[config.mk]
export PLATFORM = sky130hd
export DESIGN_NAME = mac_operand_loader_flat
export DESIGN_NICKNAME = d
export VERILOG_FILES = /design/src/rtl/mac_operand_loader_pkg.sv /design/src/rtl/mac_operand_loader_if.sv /design/src/rtl/mac_operand_loader_wbank.sv /design/src/rtl/mac_operand_loader.sv /design/src/flat_wrapper.sv
export SDC_FILE = /design/constraint.sdc
export NUM_CORES = 2
export LEC_CHECK = 0
export ABC_AREA = 1
export CAP_MARGIN = 20
export CORE_MARGIN = 3
export CORE_UTILIZATION = 57
export CTS_CLUSTER_DIAMETER = 50
export DETAILED_ROUTE_END_ITERATION = 8
export PLACE_DENSITY_LB_ADDON = 0.1
export SYNTH_ARGS = -nofsm -noshare
export SYNTH_HDL_FRONTEND = slang
export SYNTH_SLANG_ARGS = --single-unit
[constraint.sdc]
create_clock -name clk -period 1.9 [get_ports clk]
set_input_delay 0.38 -clock clk [delete_from_list [all_inputs] [get_ports clk]]
set_output_delay 0.38 -clock clk [all_outputs]
set_load 0.02 [all_outputs]
[src/rtl/mac_operand_loader_pkg.sv]
// mac_operand_loader_pkg: shared sizes, operand types and loader FSM states
package mac_operand_loader_pkg;
  localparam int N_ROWS = 8;
  localparam int N_COLS = 8;
  localparam int ACT_W = 4;
  localparam int W_W = 8;
  localparam int BUS_W = 32;
  localparam int BEATS_PER_ROW = N_COLS * W_W / BUS_W;
  localparam int BYTES_PER_BEAT = BUS_W / W_W;
  localparam int N_BEATS = N_ROWS * BEATS_PER_ROW;
  localparam int WCNT_W = $clog2(N_BEATS);
  localparam int ROW_W = $clog2(N_ROWS);
  typedef logic [N_ROWS-1:0][ACT_W-1:0] act_vec_t;
  typedef logic [N_ROWS-1:0][N_COLS-1:0][W_W-1:0] w_mat_t;
  typedef enum logic {BEAT_W, BEAT_ACT} beat_kind_e;
  typedef enum logic {LOAD, COMMIT} loader_state_e;
endpackage

[src/rtl/mac_operand_loader_if.sv]
// mac_operand_loader_if: valid/ready beat stream carrying weight or activation payloads
interface mac_operand_loader_if;
  import mac_operand_loader_pkg::*;
  logic in_valid;
  logic in_ready;
  beat_kind_e in_kind;
  logic [BUS_W-1:0] in_data;
  modport master(output in_valid, in_kind, in_data, input in_ready);
  modport slave(input in_valid, in_kind, in_data, output in_ready);
endinterface

[src/rtl/mac_operand_loader_wbank.sv]
// mac_wbank: shadow weight bank filled beat by beat, copied whole into the active bank on commit
module mac_wbank
  import mac_operand_loader_pkg::*;
(
  input  logic              clk,
  input  logic              nrst,
  input  logic              i_wr,
  input  logic [WCNT_W-1:0] i_idx,
  input  logic [BUS_W-1:0]  i_data,
  input  logic              i_commit,
  output w_mat_t            o_active
);
  w_mat_t r_shadow, r_active;
  logic [ROW_W-1:0] w_row;
  logic [WCNT_W-ROW_W-1:0] w_part;
  assign w_row = i_idx[WCNT_W-1 -: ROW_W];
  assign w_part = i_idx[WCNT_W-ROW_W-1:0];
  always_ff @(posedge clk or negedge nrst) begin
    if (!nrst) begin
      r_shadow <= '0;
      r_active <= '0;
    end else begin
      if (i_wr)
        for (int c = 0; c < N_COLS; c++)
          if (c / BYTES_PER_BEAT == int'(w_part))
            r_shadow[w_row][c] <= i_data[W_W*(c%BYTES_PER_BEAT) +: W_W];
      if (i_commit) r_active <= r_shadow;
    end
  end
  assign o_active = r_active;
endmodule

[src/rtl/mac_operand_loader.sv]
// mac_operand_loader: assembles double-buffered weights and issues act/weight pairs to mac_engine
module mac_operand_loader
  import mac_operand_loader_pkg::*;
(
  input  logic                  clk,
  input  logic                  nrst,
  mac_operand_loader_if.slave   bus,
  input  logic                  wabort_i,
  output logic                  w_loaded_o,
  output act_vec_t              act_o,
  output w_mat_t                w_o,
  output logic                  issue_o
);
  loader_state_e r_state, w_next;
  logic [WCNT_W-1:0] r_wcnt;
  logic r_loaded, r_issue;
  act_vec_t r_act;
  w_mat_t r_w, w_active;
  logic w_accept, w_wbeat, w_abeat, w_commit;
  assign w_accept = bus.in_valid & bus.in_ready;
  assign w_wbeat = w_accept & (bus.in_kind == BEAT_W) & ~wabort_i;
  assign w_abeat = w_accept & (bus.in_kind == BEAT_ACT);
  always_ff @(posedge clk or negedge nrst)
    if (!nrst) r_state <= LOAD;
    else r_state <= w_next;
  always_comb
    w_next = (r_state == COMMIT) ? LOAD :
             (w_wbeat && r_wcnt == WCNT_W'(N_BEATS - 1)) ? COMMIT : LOAD;
  // activations are held off until a committed matrix exists to pair them with
  always_comb begin
    bus.in_ready = (r_state == LOAD) & ~((bus.in_kind == BEAT_ACT) & ~r_loaded);
    w_commit = (r_state == COMMIT);
  end
  always_ff @(posedge clk or negedge nrst) begin
    if (!nrst) begin
      r_wcnt <= '0;
      r_loaded <= 1'b0;
      r_act <= '0;
      r_w <= '0;
      r_issue <= 1'b0;
    end else begin
      if (wabort_i && r_state == LOAD) r_wcnt <= '0;
      else if (w_wbeat) r_wcnt <= r_wcnt + 1'b1;
      if (w_commit) r_loaded <= 1'b1;
      if (w_abeat) begin
        r_act <= act_vec_t'(bus.in_data);
        r_w <= w_active;
      end
      r_issue <= w_abeat;
    end
  end
  mac_wbank u_wbank (
    .clk      (clk),
    .nrst     (nrst),
    .i_wr     (w_wbeat),
    .i_idx    (r_wcnt),
    .i_data   (bus.in_data),
    .i_commit (w_commit),
    .o_active (w_active)
  );
  assign w_loaded_o = r_loaded;
  assign act_o = r_act;
  assign w_o = r_w;
  assign issue_o = r_issue;
endmodule

[src/flat_wrapper.sv]
// flat-port wrapper written by rule: the top's interface ports become plain ports
module mac_operand_loader_flat import mac_operand_loader_pkg::*;
  (clk, nrst, wabort_i, w_loaded_o, act_o, w_o, issue_o, bus_in_valid, bus_in_kind, bus_in_data, bus_in_ready);
  mac_operand_loader_if bus_i ();
  input  logic clk;
  input  logic nrst;
  input  logic wabort_i;
  output logic w_loaded_o;
  output act_vec_t act_o;
  output w_mat_t w_o;
  output logic issue_o;
  input wire logic [$bits(bus_i.in_valid)-1:0] bus_in_valid;
  input wire logic [$bits(bus_i.in_kind)-1:0] bus_in_kind;
  input wire logic [$bits(bus_i.in_data)-1:0] bus_in_data;
  output wire logic [$bits(bus_i.in_ready)-1:0] bus_in_ready;
  assign bus_i.in_valid = bus_in_valid;
  assign bus_i.in_kind = bus_in_kind;
  assign bus_i.in_data = bus_in_data;
  assign bus_in_ready = bus_i.in_ready;
  mac_operand_loader u_core (.clk(clk), .nrst(nrst), .bus(bus_i), .wabort_i(wabort_i), .w_loaded_o(w_loaded_o), .act_o(act_o), .w_o(w_o), .issue_o(issue_o));
endmodule
==> impl_metrics.csv <==
group,metric,value,unit
run_status,status,"finished with violations",
run_status,violations,"negative setup slack",
final_layout,drive_gt1_share,10.9,%
routing,drtIter0Drc,5096,
timing,maxSlewHeadroom,60.1,%
clock_network,numCtsBuffers,158,
placement,hpwl,117,mm
yosys,ys_warn_count,0,
yosys,yosys.area_share.simple,16.3,%
setup_path,cp-startpoint,"u_core.r_state$_DFF_PN0_",
yosys,synth_xor_area_share,0.0146,%
placement,gp_congestion,0.848,
timing,period_minus_slack,1.96,ns
placement,port_buffers,583,
floorplan,start_util,57.7,%
hold_path,hold_path_class,"input pin to register",
power,power-per-cell-area,939,nW/µm²
timing,timing.hold.ws,0.0924,ns
yosys,synth_fa_ha_area_share,0.0209,%
timing,max_freq,511,MHz
timing,tightestPinTransition,0.599,ns
timing,period_share,103,%
placement,placed_cells,8114,
floorplan,pin_count,584,
yosys,post_synth.cell_area_avg,9.50,µm²
global_routing,grt_usage,32.6,%
yosys,ys_ff_latch,1575,
hold_path,hp-start,"bus_in_data[20]",
final_layout,seqCellArea,39400,µm²
yosys,yosysTopAreaCell,"dfrtp_1",
yosys,yosysSeqAreaShare,65.8,%
timing,setup_slack,-0.0559,ns
power,ir_drop,0.000687,V
yosys,syn_nets,6340,
routing,drt-vias-per-instance,5.54,
floorplan,die_x,330,µm
setup_path,critPathMaxFanout,3,
yosys,ys_types,21,
clock_network,clockRootBuffer,"clkbuf_16",
routing,drt_wl_total,179,mm
routing,drc,0,
routing,routedWlPerCell,21.3,µm
routing,drt_pass1_iterations,6,
clock_network,clockBufferDepth,3,
yosys,synth_ff_type,"dfrtp_1",
final_layout,nFillCells,7702,
yosys,synth-edff-count,0,
yosys,synth_compound_area_share,10.2,%
routing,antenna_left,0,
yosys,yosysMostFrequentCell,"nand2_1",
routing,num_vias,46600,
global_routing,grt_pass1_wl,268,mm
timing,slew_violations,0,
timing,finClkSkew,0.0190,ns
timing,hold_viol_final,0,
global_routing,antenna_found_initial,6,
yosys,synth_top_area_share,65.8,%
floorplan,fp-row-count,118,
clock_network,clock_latency,0.76,ns
setup_path,crit_required,1.52,ns
yosys,postSynthCellCount,6302,
clock_network,ctsHtreeMaxLevel,4,
timing,rsz0062_at_grt,"true",
yosys,syn_area,59900,µm²
final_layout,nets,6948,
setup_path,crit_path_end_kind,"output pin",
yosys,synth_common_cells,"1936 x nand2_1, 1575 x dfrtp_1, 992 x o21ai_0",
floorplan,fp.coreArea,104000,µm²
floorplan,die_h,330,µm
final_layout,utilization,72.1,%
final_layout,syn2layout_area_growth,25.0,%
setup_path,startpoint_type,"register",
floorplan,die-area,109000,µm²
clock_network,clkSinkCount,1575,
global_routing,grt_pass1_vias,44700,
power,power.leakage,0.0366,µW
yosys,synth_top_family_by_area,"simple AND/OR/NAND/NOR gates",
yosys,async_flop_share,100,%
yosys,synth.mux.area_fraction,0,%
final_layout,multiInputGateArea,16000,µm²
clock_network,cts_tree,"done",
clock_network,clkSlewWorstSetupHoldPaths,0.06,ns
setup_path,critical_path_arrival,1.58,ns
yosys,synth_area_leaders,"dfrtp_1 66%, nand2_1 12%, o21ai_0 8.3%",
run,drv_cap,0,
setup_path,worstSetupPathType,"register to output pin",
global_routing,grt_max_degree,108,
timing,setup_viol,1,
final_layout,stdcell_count,8413,
global_routing,overflow,0,
setup_path,r2r-start,"u_core.r_state$_DFF_PN0_",
placed cells by master (no fill, tap or decap), types with 6 or more instances in the layout:
cell type | synthesis | layout
o21ai_0 | 992 | 989
buf_12 | 0 | 144
inv_1 | 698 | 696
nand3_1 | 120 | 116
dfrtp_1 | 1575 | 1550
inv_6 | 0 | 9
buf_4 | 6 | 149
clkdlybuf4s15_1 | 0 | 149
nand4_1 | 281 | 281
dfrtp_2 | 0 | 24
dlygate4sd2_1 | 0 | 249
clkdlybuf4s15_2 | 0 | 105
inv_2 | 5 | 6
bufinv_16 | 0 | 11
clkinv_2 | 0 | 32
clkbuf_1 | 250 | 28
nor2_1 | 10 | 7
clkdlybuf4s50_1 | 0 | 32
clkbuf_16 | 0 | 173
nand2_1 | 1936 | 1932
buf_2 | 178 | 31
o21ai_1 | 227 | 230
clkbuf_2 | 0 | 15
clkbuf_8 | 0 | 30
state kept, by name, indices dropped and copies added (netlist names):
register / flops
u_core.r_state: 1
u_core.u_wbank.r_shadow: 512
u_core.act_o: 32
u_core.w_loaded_o: 1
u_core.w_o: 512
u_core.u_wbank.o_active: 512
u_core.issue_o: 1
u_core.r_wcnt: 4
power by group:
part | internal [µW] | switching, µW
clock network | 18500 | 13000
registers | 34200 | 491
logic | 1270 | 2730
total | 54000 | 16200
critical path, stage by stage, from the launching register on:
cell     delay [ns]
dfrtp_4        0.54
a21oi_4        0.15
buf_6          0.13
cell type report:
class	count	share of cell area (%)
inverter	703	3.54
timing repair buffer	892	13.1
multi-input combinational	3580	21.3
antenna	1	0.00334
sequential	1575	52.7
tap	1380	2.31
clock buffer	223	6.21
clock inverter	59	0.838
final timing paths:
kind,endpoint,slack [ns],cells past startpoint
setup / recovery,bus_in_ready,-0.06,2
hold / removal,u_core.u_wbank.r_shadow[468]$_DFFE_PN0P_,0.09,3
setup reg to reg,u_core.u_wbank.r_shadow[241]$_DFFE_PN0P_,0.03,8
hold reg to reg,u_core.u_wbank.o_active[145]$_DFFE_PN0P_,0.47,2
max in group asynchronous,u_core.w_o[42]$_DFFE_PN0P_,0.77,4
min in group asynchronous,u_core.w_o[434]$_DFFE_PN0P_,0.19,2
cell families after synthesis:
group | count (synthesis)
compound gates | 1220
xor+xnor | 1
fa+ha+maj | 1
buf+inv | 1147
flops | 1575
simple gates | 2358
per-stage QoR:
stage / setup slack [ns] / power (µW) / setup TNS, ns / instance area (µm²)
detailed placement: -0.412 / 39400 / -251.39 / 69600
CTS: -0.176 / 70600 / -0.176 / 74600
finish: -0.0559 / 70300 / -0.0559 / 74800
floorplan: 0.201 / 36600 / 0 / 59900
global placement: -0.356 / 39400 / -205.70 / 69600
global route: -0.108 / 72400 / -0.133 / 74800
timing repair:
item                                    4_1_cts  5_1_grt
gates cloned                                  0        9
hold buffers                                  1        0
hold endpoints to repair                    339        0
pin swaps                                     0        1
endpoints found under the setup margin      547      170
gates resized for setup                     991       78
setup buffers                                 3        3
per-layer routing:
layer  wire length [µm]  GRT usage, %  vias to the layer above
li1                   -             -                    21200
met1              71400          44.5                    22900
met2              84900          51.2                     1987
met3              14000          6.06                      417
met4               8900          15.4                        6
met5                 35             0                        -
(Power assumes the default switching activity.)
